## config.mk

```make
export PLATFORM = sky130hd
export DESIGN_NAME = ifetch_ctrl
export DESIGN_NICKNAME = d
export VERILOG_FILES = /design/src/rtl/ifetch_ctrl.sv
export SDC_FILE = /design/constraint.sdc
export NUM_CORES = 1
export LEC_CHECK = 0
export ABC_AREA = 1
export BUFFER_PORTS_ARGS = -buffer_cell sky130_fd_sc_hd__buf_2
export CORE_MARGIN = 2
export CORE_UTILIZATION = 45
export CTS_CLUSTER_DIAMETER = 50
export DETAILED_ROUTE_END_ITERATION = 8
export PLACE_DENSITY = 0.66
export SLEW_MARGIN = 20
export SYNTH_ARGS = -nofsm -noshare
export SYNTH_HDL_FRONTEND = slang
export SYNTH_SLANG_ARGS = --single-unit
```

## constraint.sdc

```tcl
create_clock -name clk -period 1.5 [get_ports clk]
set_input_delay 0.225 -clock clk [delete_from_list [all_inputs] [get_ports clk]]
set_output_delay 0.225 -clock clk [all_outputs]
set_load 0.02 [all_outputs]
```

## src/rtl/ifetch_ctrl.sv

```systemverilog
// Instruction fetch controller: fetch PC, 2-entry {pc, instr} buffer,
// redirect flush and terminal fetch-fault handling.
module ifetch_ctrl #(
   parameter logic [15:0] RESET_PC   = 16'h0000,
   parameter int          IMEM_WORDS = 16
) (
   input  logic        clk,
   input  logic        rst_n,
   output logic [15:0] imem_addr,
   input  logic [15:0] imem_data,
   input  logic        redirect_valid,
   input  logic [15:0] redirect_pc,
   output logic        instr_valid,
   input  logic        instr_ready,
   output logic [15:0] instr,
   output logic [15:0] instr_pc,
   output logic        fault,
   output logic [15:0] fault_pc
);

   localparam logic [0:0]  FETCH    = 1'b0;
   localparam logic [0:0]  FAULT    = 1'b1;
   localparam logic [16:0] PC_LIMIT = 17'(2 * IMEM_WORDS);

   typedef struct packed {
      logic [15:0] pc;
      logic [15:0] ins;
   } fq_t;

   logic [0:0]  state;
   logic [15:0] fpc;
   fq_t         fq [2];
   logic        rd_ptr;
   logic        wr_ptr;
   logic [1:0]  count;

   logic        run;
   logic        pc_ok;
   logic        pop;
   logic        push;
   logic        redir;
   logic        trap;

   assign run   = (state == FETCH);
   assign pc_ok = ~fpc[0] && ({1'b0, fpc} < PC_LIMIT);

   assign instr_valid = run && (count != 2'd0);
   assign pop         = instr_valid && instr_ready;

   // Redirect outranks both a fetch and a fault on the same edge.
   assign redir = run && redirect_valid;
   assign trap  = run && !redirect_valid && !pc_ok;
   assign push  = run && !redirect_valid && pc_ok
                  && ((count != 2'd2) || pop);

   assign imem_addr = fpc;
   assign instr     = fq[rd_ptr].ins;
   assign instr_pc  = fq[rd_ptr].pc;

   always_ff @(posedge clk or negedge rst_n) begin
      if (!rst_n) begin
         state    <= FETCH;
         fault    <= 1'b0;
         fault_pc <= 16'h0000;
      end else if (trap) begin
         state    <= FAULT;
         fault    <= 1'b1;
         fault_pc <= fpc;
      end
   end

   always_ff @(posedge clk or negedge rst_n) begin
      if (!rst_n) begin
         fpc <= RESET_PC;
      end else if (redir) begin
         fpc <= redirect_pc;
      end else if (push) begin
         fpc <= fpc + 16'd2;
      end
   end

   always_ff @(posedge clk or negedge rst_n) begin
      if (!rst_n) begin
         rd_ptr <= 1'b0;
         wr_ptr <= 1'b0;
         count  <= 2'd0;
      end else if (redir || trap) begin
         rd_ptr <= 1'b0;
         wr_ptr <= 1'b0;
         count  <= 2'd0;
      end else begin
         if (push) begin
            wr_ptr <= ~wr_ptr;
         end
         if (pop) begin
            rd_ptr <= ~rd_ptr;
         end
         if (push && !pop) begin
            count <= count + 2'd1;
         end else if (pop && !push) begin
            count <= count - 2'd1;
         end
      end
   end

   always_ff @(posedge clk or negedge rst_n) begin
      if (!rst_n) begin
         fq[0] <= '0;
         fq[1] <= '0;
      end else if (push) begin
         fq[wr_ptr] <= '{pc: fpc, ins: imem_data};
      end
   end

endmodule
```

# After elaboration in Yosys (flattened, before gate mapping)
# Cells that the tools add are included.
# W data, S select, Z words.
[word_totals] register_bits=101 latchBits=0 mem_bits_rw=0 mem_bits_ro=0 out_inout_bits=66 wordCells=61 mem_count=0
[op_classes] n_addsub=3 n_mul=0 div=0 magnitude_cmp=4 eq_ne=1 shift=0 mux=15 bitwise_logic=6 reduce_logical=22
[ops] op="$mux W32" count=4
[ops] op="$bwmux W64" count=1
[ops] op="$demux W32 S1" count=1
[ops] op="$mux W16" count=2
[ops] op="$add A16 B2 Y16 const B" count=1
[ops] op="$lt A16 B6 Y1 const B" count=1
[ops] op="$logic_and A1 B1 Y1" count=11
[ops] op="$reduce_bool A2 Y1" count=4
[ops] op="$mux W2" count=3
[ops] op="$ge A2 B2 Y1 const B" count=2
[ops] op="$logic_not A1 Y1" count=4
[ops] op="$mux W1" count=4
[ops] op="$not A1 Y1" count=4
[ops] op="$not A1 Y2" count=2
[ops] op="$reduce_bool A3 Y1" count=1
[ops] op="$add A2 B1 Y2 const B" count=1
[ops] op="$logic_or A1 B1 Y1" count=2
[ops] op="$lt A2 B1 Y1 const B" count=1
[ops] op="$ne A2 B2 Y1 const B" count=1
[ops] op="$sub A2 B1 Y2 const B" count=1

# Depth between registers and ports, before layout
[depth] word_depth=10 ltp_mapped=10

# Least setup slack after synthesis
# Ideal clock, no wire load.
[synth_timing] path_type="register to register" startpoint="reg fpc[6], in the netlist imem_addr[6]" endpoint="reg fq[51] (netlist bit)" setup_time_ps=120 t_arrival_ps=1390 t_required_ps=1380 slack_ps=-10 stages_incl_launch_ff=10 n_path_buf=1 synth_period_minus_slack_ps=1510 cell_sequence="dfrtp_1 nor2_1 nand2_1 nor2_1 nand2_2 nor2_8 nand2_4 buf_6 nand2_1 o21ai_2"
[synth_between] elab_chain_len=4
[synth_lines] item="start, declared" line_no="31" source="logic [15:0] fpc;"
[synth_lines] item="start signal, assigned" line_no="76" source="fpc <= redirect_pc;"
[synth_lines] item="start signal, assigned" line_no="78" source="fpc <= fpc + 16'd2;"
[synth_lines] item="$lt A16 B6 Y1" line_no="45" source="assign pc_ok = ~fpc[0] && ({1'b0, fpc} < PC_LIMIT);"
[synth_lines] item="$logic_and A1 B1 Y1" line_no="45"
[synth_lines] item="$logic_and A1 B1 Y1" line_no="53" source="assign push = run && !redirect_valid && pc_ok"
[synth_lines] item="$logic_and A1 B1 Y1" line_no="54" source="&& ((count != 2'd2) || pop);"
[synth_lines] item="end signal, assigned by index" line_no="111" source="fq[wr_ptr] <= '{pc: fpc, ins: imem_data};"
[synth_lines] item="end, declared" line_no="32" source="fq_t fq [2];"
# No other way between the ends.
# A chain may end at the register's enable or synchronous reset.

# Final worst setup path
[layout_timing] startpoint="reg rd_ptr" endpoint="out instr_pc[4]"
[layout_between] elab_chain_len=4
[layout_lines] item="start, declared" line_no="33" source="logic rd_ptr;"
[layout_lines] item="start signal, assigned" line_no="96" source="rd_ptr <= ~rd_ptr;"
[layout_lines] item="$not A1 Y2 (not written as such)" line_no="58" source="assign instr_pc = fq[rd_ptr].pc;"
[layout_lines] item="$mux W32 (not written as such) (3 in series)" line_no="58"
[layout_lines] item="end, declared" line_no="16" source="output logic [15:0] instr_pc,"
# No other way between the ends. The select of a mux whose other input is x is not followed.

==> impl_results.md <==
* Violated checks: setup timing
* Detailed Route Iter0 Violations at between 100 and 150
* Clock insertion delay at the later pin of the skew report at approximately 0.37 ns
* Global-route wire length before repair at 19.0 mm
* Buffers on Ports at ~100
* Largest net degree at the start of global routing at 44
* Number of detailed-route iterations in the first pass at 4
* NumNets Final at between 600 and 700
* Type of element launching the critical path: flop
* Cell type contributing the most total cell area after synthesis: sky130_fd_sc_hd__dfrtp_1
* Total global-route track usage at 0.222
* Root cell of the clock tree: sky130_fd_sc_hd__clkbuf_8
* Wire per inst at about 17 um
* Hpwl dp at around 6.6 mm
* Number of design rule violations left after detail routing at 0
* Setup violations, final at between 100 and 150
* Post-Synthesis Cells at around 470
* Fraction of final layout cells with drive strength greater than 1 at 0.626
* Leakage component of the power at about 3.6 nW
* Leading cell type by number of instances after synthesis: sky130_fd_sc_hd__nand2_1
* Max IR drop VDD at roughly 0.46 mV
* Average size of a mapped cell at just under 10 um2
* H-tree depth at 3
* Required time reported for the critical path endpoint at 1.27 ns
* Total congestion overflow at 0
* Synthesized flop and latch total at just over 100
* Total clock buffers created by CTS at 9
* Die Span X at 104 um
* Last weighted congestion value of the routability-driven placer at 0.815
* Max-capacitance violation count at 0
* Yosys top cell area share at 0.562
* Total via count after detailed routing at roughly 3800
* Number of global-route vias before repair at between 3000 and 4000
* Synth area leaders: sky130_fd_sc_hd__dfrtp_1 (56%), sky130_fd_sc_hd__nand2_1 (8.9%), sky130_fd_sc_hd__o21ai_2 (7.8%)
* Leading post-synthesis cells by instance count: sky130_fd_sc_hd__nand2_1 (107), sky130_fd_sc_hd__dfrtp_1 (101), sky130_fd_sc_hd__inv_1 (61)
* Slew at the pin closest to its max-slew limit at between 0.3 and 0.4 ns
* Count of different cell masters after synthesis at 25
* Synth warnings at 0
* Standard-cell row count at 36
* Num Clock Sinks at just over 100
* Final WL at ~13 mm
* Max-slew violations at 0
* Worst Setup Path Type: reg2out
* Final ANT Viol Nets at 0
* Area growth, synth to finish at 62.1%
* Maximum clock path buffer count at 2
* Die Span Y at slightly above 100 um
* Worst max-slew margin expressed relative to the limit at 0.755
* Syn_nets at 505
* Ant diodes at 0
* Global-route track usage on met1 at 0.290
* Final period util at 1.17
* Worst setup skew after layout at approximately 0.015 ns
* Number of enable flip-flop cells after synthesis at 0
* CTS tree: built
* GR Util met3 at 0.0357
* Cell area after synthesis at about 0.0045 mm2
* Power density cells at around 630 mW/mm2
* Fin Hold WS at just over 0.05 ns
* Total count of hold-check failures in the final report at 0
* Part of the Yosys area used for sequential elements at 0.562
* Boundary pin count at 102
* Overall power of the completed layout at about 4.6 mW
* Met2 track utilization from global routing at 0.367
* Outcome: complete, but fails checks
* Via/cell ratio at a little under 5
* Starting utilization of the core area at 0.462
* RSZ-0062 raised after global routing: true
* Arrival time of data at the critical path endpoint at roughly 1.5 ns
* Top flip-flop cell by instance count after synthesis: sky130_fd_sc_hd__dfrtp_1
* Fraction of registers with async set or reset after synthesis at 1.00
* Share of the core filled with cells at 0.749
* Floorplan Core Area at between 0.009 and 0.01 mm2
* Period minus WS final at approximately 1.8 ns
* GRT busiest layer: met2
* Total die area at ~0.011 mm2
* PnR worst setup slack at -0.259 ns
* Clock-pin slew of the registers on the worst-case setup and hold paths at approximately 0.11 ns
* Crit-path max FO at 11
* Initial antenna violation count at 0
* Highest attainable clock frequency at roughly 570 MHz
* Kind of capture point of the worst setup path: primary output
* Worst hold path class: in2reg
[flip-flops by register name (all words and copies together), names as in the netlist]
name       count
state          1
fault_pc      16
imem_addr     16
fq            64
rd_ptr         1
wr_ptr         1
count          2
[power by group]
group / internal [mW] / switching [mW] / total (mW)
logic: 0.0518 / 0.101 / 0.153
clock network: 0.696 / 0.993 / 1.69
registers: 2.72 / 0.00310 / 2.72
[worst paths after layout]
kind                                     startpoint                        end  slack, ns  depth (start not counted)
min in group asynchronous                     rst_n         fq[56]$_DFFE_PN0P_       0.29                          2
max in group asynchronous                     rst_n         rd_ptr$_DFFE_PN0P_       0.58                          3
setup reg to reg           imem_addr[6]$_DFFE_PN0P_         fq[37]$_DFFE_PN0P_      -0.22                         11
hold reg to reg            fault_pc[12]$_DFFE_PN0P_   fault_pc[12]$_DFFE_PN0P_       0.50                          2
hold / removal                      redirect_pc[14]  imem_addr[14]$_DFFE_PN0P_       0.05                          3
setup / recovery                 rd_ptr$_DFFE_PN0P_                instr_pc[4]      -0.26                          3
[cells in the final DEF, fill, tap and decap left out, types with 3 or more instances in the layout]
| cell | netlist | routed |
|---|---|---|
| sky130_fd_sc_hd__nor2_4 | 0 | 9 |
| sky130_fd_sc_hd__buf_6 | 8 | 37 |
| sky130_fd_sc_hd__o21ai_4 | 0 | 13 |
| sky130_fd_sc_hd__nand2_8 | 0 | 4 |
| sky130_fd_sc_hd__nand2_1 | 107 | 37 |
| sky130_fd_sc_hd__buf_4 | 2 | 30 |
| sky130_fd_sc_hd__inv_2 | 10 | 8 |
| sky130_fd_sc_hd__clkbuf_8 | 0 | 11 |
| sky130_fd_sc_hd__mux2_2 | 20 | 8 |
| sky130_fd_sc_hd__o21ai_2 | 40 | 53 |
| sky130_fd_sc_hd__dfrtp_1 | 101 | 98 |
| sky130_fd_sc_hd__xor2_1 | 3 | 3 |
| sky130_fd_sc_hd__o21ai_1 | 17 | 11 |
| sky130_fd_sc_hd__inv_1 | 61 | 61 |
| sky130_fd_sc_hd__o21ai_0 | 30 | 10 |
| sky130_fd_sc_hd__nand3_1 | 9 | 6 |
| sky130_fd_sc_hd__buf_2 | 6 | 74 |
| sky130_fd_sc_hd__clkbuf_16 | 0 | 4 |
| sky130_fd_sc_hd__nor2_1 | 36 | 9 |
| sky130_fd_sc_hd__clkinv_8 | 0 | 4 |
| sky130_fd_sc_hd__mux2_4 | 0 | 12 |
| sky130_fd_sc_hd__nand3_2 | 0 | 3 |
| sky130_fd_sc_hd__nor2_2 | 0 | 18 |
| sky130_fd_sc_hd__dfrtp_2 | 0 | 3 |
| sky130_fd_sc_hd__nand2_4 | 3 | 45 |
| sky130_fd_sc_hd__buf_12 | 0 | 18 |
| sky130_fd_sc_hd__buf_16 | 0 | 7 |
| sky130_fd_sc_hd__nand2_2 | 3 | 28 |
[routing by layer]
metal  wire [um]  vias to the layer above  share of wire
met5           0                        -              0
met4         181                        0          0.014
met3         380                       14          0.029
met2        7150                       86           0.55
met1        5350                     1879           0.41
li1            -                     1804              -
[cells by family (layout without fill, tap and decap cells)]
logic type / after synthesis / after routing / share of synthesized area
simple gates: 164 / 165 / 0.155
flops: 101 / 101 / 0.562
buf+inv: 92 / 262 / 0.0938
compound gates: 87 / 87 / 0.130
mux: 20 / 20 / 0.0501
xor+xnor: 3 / 3 / 0.00585
fa+ha+maj: 1 / 1 / 0.00278
[final cells by class]
| class | instances | area [um2] |
|---|---|---|
| fillers | 655 | 2440 |
| clock inverters | 5 | 35.0 |
| repair buffers | 173 | 1710 |
| inverters | 71 | 292 |
| clock buffers | 11 | 151 |
| flip-flops and latches | 101 | 2530 |
| well taps | 133 | 166 |
| multi-input cells | 276 | 2370 |
| repair inverters | 2 | 32.5 |
[critical path, cell delays in order, from the launching register on]
cell	delay, ns
sky130_fd_sc_hd__dfrtp_2	0.48
sky130_fd_sc_hd__buf_12	0.17
sky130_fd_sc_hd__mux2_2	0.36
sky130_fd_sc_hd__buf_2	0.16
[through the flow]
step / TNS (ns) / setup WS, ns / std cells / area, um2
6_report: -18.17 / -0.259 / 772 / 7280
3_3_place_gp: -0.882 / -0.0267 / 718 / 5380
3_5_place_dp: -1.22 / -0.0509 / 718 / 5380
2_1_floorplan: 0 / 0.00357 / 468 / 4500
4_1_cts: -14.42 / -0.213 / 764 / 6500
5_1_grt: -29.35 / -0.323 / 772 / 7280
[repair_timing]
action                                  4_1_cts  5_1_grt
gates resized for setup                     145      188
pin swaps                                     8       20
buffers inserted                             18        9
endpoints found under the hold margin        22        0
gates cloned                                 12        6
endpoints found under the setup margin      111      127
hold buffers                                  1        0
(Power assumes the default switching activity.)
